==> src/rtl/cic_comb.sv <==
// cic_comb: N-stage CIC comb (y = x - x[n-M], wrapping), then scaling to OW bits.
// Ports: i_clk, i_rst (async, active-high), i_data/i_ready (decimated input with strobe),
//        o_data/o_ready (scaled output with strobe, N+1 cycles after i_ready).
// Define CIC_COMB_ROUND_EN to round half toward +inf before dropping the W-OW LSBs.
module cic_comb #(
  parameter int W  = 5,
  parameter int N  = 3,
  parameter int M  = 1,
  parameter int OW = 5
) (
  input  logic          i_clk,
  input  logic          i_rst,
  input  logic [W-1:0]  i_data,
  input  logic          i_ready,
  output logic [OW-1:0] o_data,
  output logic          o_ready
);
  // sx/sv[k] is the data/valid entering stage k; sx/sv[N] feeds the output register.
  logic [W-1:0] sx [N+1];
  logic [N:0]   sv;
  logic [W-1:0] sc;
  assign sx[0] = i_data;
  assign sv[0] = i_ready;
  for (genvar k = 0; k < N; k++) begin : g_st
    logic [W-1:0] dl [M];
    logic [W-1:0] r;
    logic         v;
    always_ff @(posedge i_clk or posedge i_rst) begin
      if (i_rst) begin
        for (int i = 0; i < M; i++) dl[i] <= '0;
        r <= '0;
        v <= 1'b0;
      end else begin
        v <= sv[k];
        if (sv[k]) begin
          r     <= sx[k] - dl[M-1];
          dl[0] <= sx[k];
          for (int i = 1; i < M; i++) dl[i] <= dl[i-1];
        end
      end
    end
    assign sx[k+1] = r;
    assign sv[k+1] = v;
  end
`ifdef CIC_COMB_ROUND_EN
  if (OW < W) begin : g_rnd
    assign sc = sx[N] + (W'(1) << (W - OW - 1));
  end else begin : g_pass
    assign sc = sx[N];
  end
`else
  assign sc = sx[N];
`endif
  always_ff @(posedge i_clk or posedge i_rst) begin
    if (i_rst) begin
      o_data  <= '0;
      o_ready <= 1'b0;
    end else begin
      o_ready <= sv[N];
      if (sv[N]) o_data <= sc[W-1 -: OW];
    end
  end
endmodule
==> config.mk <==
export PLATFORM = sky130hd
export DESIGN_NAME = cic_comb
export DESIGN_NICKNAME = d
export VERILOG_FILES = /design/src/rtl/cic_comb.sv
export SDC_FILE = /design/constraint.sdc
export NUM_CORES = 1
export LEC_CHECK = 0
export CAP_MARGIN = 20
export CELL_PAD_IN_SITES_DETAIL_PLACEMENT = 1
export CELL_PAD_IN_SITES_GLOBAL_PLACEMENT = 2
export CORE_AREA = 2 2 73 82
export DETAILED_ROUTE_END_ITERATION = 10
export DIE_AREA = 0 0 75 84
export GPL_TIMING_DRIVEN = 0
export PLACE_DENSITY_LB_ADDON = 0.1
export RECOVER_POWER = 50
export SETUP_SLACK_MARGIN = 0.2
export SKIP_LAST_GASP = 1
export SYNTH_ARGS = -nofsm -noshare
export SYNTH_HDL_FRONTEND = slang
export SYNTH_SLANG_ARGS = --single-unit
==> constraint.sdc <==
create_clock -name i_clk -period 2.87 [get_ports i_clk]
set_input_delay 0.287 -clock i_clk [delete_from_list [all_inputs] [get_ports i_clk]]
set_output_delay 0.287 -clock i_clk [all_outputs]
set_load 0.03 [all_outputs]
==> metrics.txt <==
Mapped Area=1851 sq um; violated checks=capacitance limit; drt drc=0; worst-path fanout max=3; layout cell share with drive strength beyond 1=16.11%; final hold vios=0; Clock Latency Late Sink=0.29 ns; Synth area leaders=dfrtp_1, mux2_2, ha_1; most frequent cells in the layout=dfrtp_1, inv_1, mux2_2, o21ai_0, ha_1; Tot Pwr=2.059 mW; Post-Place Worst Slack=0.6552 ns; worst endpoint required time=around 3 ns; top-area cell type share of the netlist area=52.74%; Placed Area=slightly above 2000 sq um; largest net degree at the start of global routing=40; Crit path largest cell delay=0.41 ns; die area=around 6300 sq um; critical-path cell list=inv_1, ha_1, inv_1, fa_1, a21o_1, a21oi_2, xnor2_1, mux2_2; syn nets=182; antenna cells=0; Worst setup SP type=flop; gr usage total=approximately an eighth; Post-CTS Setup Inserts=0; GPL Wtd Cong=between 0.7 and 0.8; Hold WC Path Type=reg -> reg; leading cell type in the layout, fill and taps excluded=dfrtp_1; worst vdd ir=0.2871 mV; Die Y=approximately 84 um; unrepaired setup endpoints after global routing=no; syn_area_per_cell=11.64 sq um; initial cell density of the core=roughly a third; Pre-antenna DRT Iters=4; Worst R2R Setup Slack=about 0.95 ns; initial antenna violation count=0; Power Density=around 940 nW/um^2; fillcell total=~630; Core Rows=29; cells after synthesis=159; Layout Skew=0.006604 ns; core area=approximately 5600 sq um; CTS max path bufs=2; slew margin rel.=0.1781%; 1st-iter DRT viols=37; Synth cell types=21; cts hold-fix bufs=0; Multi-input gate area=788.3 sq um; register clock-pin slew on the reported worst setup and hold paths=0.08 ns; CTS buffer count=5; routed length per placed instance=12.84 um; Slowest-stage cell, CP=dfrtp_1; Crit. End Element=flop; CTS root buffer=clkbuf_8; Worst Path Arrival=2.11 ns; vias in the first global route=about 1200; I/O Pins=14; fin. max-slew vios=0; TNS Setup=0 ns; final design utilization=39.42%; DR vias=1159; vias per inst=~4.5; Final ANT Viol Nets=0; Syn-to-layout area delta=18.26%; final worst slack=about 0.95 ns; first-pass GRT wire length=approximately 5.7 mm; run status=finished, violations left; Detailed Place HPWL=around 2.5 mm; IO buf count=13; post-synthesis sequential area ratio=52.74%; Slew @ Worst Pin=about 1.5 ns; gr ovfl total=0; period utilisation layout=~67%; post-synthesis register bit count=39; final net count=a little over 200; Max Cap Violations=1; kind of critical path=reg -> reg; most frequent CP cell=inv_1; area occupied by registers=975.9 sq um; Post-CTS Resized=0; die extent in x=75 um; Ys Warns=0; H-tree Lvls=2; design area=2188 sq um; final setup vio count=0; Tmin final=1.923 ns; DRT Wirelength=3.299 mm; Fmax=0.5200 GHz; CTS tree=built; post-synth top area cell=dfrtp_1; Static Leak=0.9678 nW; Sink Count=39
## layer usage
metal	up-vias	part of all wire [%]	wire (um)	track usage, %
met2	13	54	1789	19.78
met1	579	41	1363	14.70
met4	0	1.9	63	5.357
met3	6	2.5	83	2.899
met5	-	0	0	0
li1	561	-	-	-
## worst max-delay path: cells and delay by family, from the launching register on
| family | cells | cell delay (ns) |
|---|---|---|
| AO/OA/AOI/OAI | 2 | 0.35 |
| XOR/XNOR | 1 | 0.09 |
| adder cells (fa/ha/maj) | 2 | 0.57 |
| buffers and inverters | 2 | 0.13 |
| flip-flops | 1 | 0.41 |
| multiplexers | 1 | 0.26 |
## Yosys cell counts
master	number
a21o_1	2
a21oi_1	7
a21oi_2	2
a31o_1	3
buf_2	3
clkbuf_1	3
dfrtp_1	39
fa_1	3
ha_1	12
inv_1	16
mux2_2	16
nand2_1	10
nand2b_1	1
nor2_1	8
nor2b_1	5
nor2b_4	1
o21a_1	3
o21ai_0	13
or3_1	3
xnor2_1	8
xor2_1	1
## cells by family (layout without fill, tap and decap cells)
| family | Yosys count | count (layout) | synth area share (%) |
|---|---|---|---|
| AND/OR/NAND/NOR | 28 | 28 | 7.438 |
| buffers and inverters | 22 | 43 | 4.665 |
| adder cells (fa/ha/maj) | 15 | 15 | 11.36 |
| multiplexers | 16 | 16 | 9.736 |
| AO/OA/AOI/OAI | 30 | 30 | 9.804 |
| XOR/XNOR | 9 | 9 | 4.260 |
| flip-flops | 39 | 39 | 52.74 |
## layout make-up
type                    count  share of cell area [%]
plain buffers               6                   1.144
clock buffers               5                   3.145
clock inverters             3                   2.001
inverters                  16                   2.744
multi-input cells          98                   36.02
flip-flops and latches     39                   44.60
well taps                  77                   4.403
repair buffers             13                   5.946
## worst paths after layout
path | from | endpoint | cells after the start
setup / recovery | g_st[0].r[0] | g_st[1].r[4] | 8
hold / removal | g_st[1].v | g_st[2].v | 0
setup reg to reg | g_st[0].r[0] | g_st[1].r[4] | 8
hold reg to reg | g_st[1].v | g_st[2].v | 0
max in group asynchronous | i_rst | g_st[0].r[2] | 2
min in group asynchronous | i_rst | g_st[0].v | 2
## where the power goes
part	internal (mW)	total, mW	switching (mW)
clock	0.259	0.461	0.202
sequential	0.723	0.824	0.101
combinational	0.405	0.774	0.369
total	1.39	2.06	0.672
## state kept, by name (all words and copies together), names as in the netlist
name and cells:
o_data 5, g_st.r 15, g_st.dl 15, g_st.v 3, o_ready 1
## per-stage QoR
stage,hold WS [ns],instances
after floorplan,0.3184,159
after global placement,0.3582,249
after detailed placement,0.3608,249
after CTS,0.3814,257
after global routing,0.3892,257
final,0.3785,257
Power figures use the tool's default switching activity.
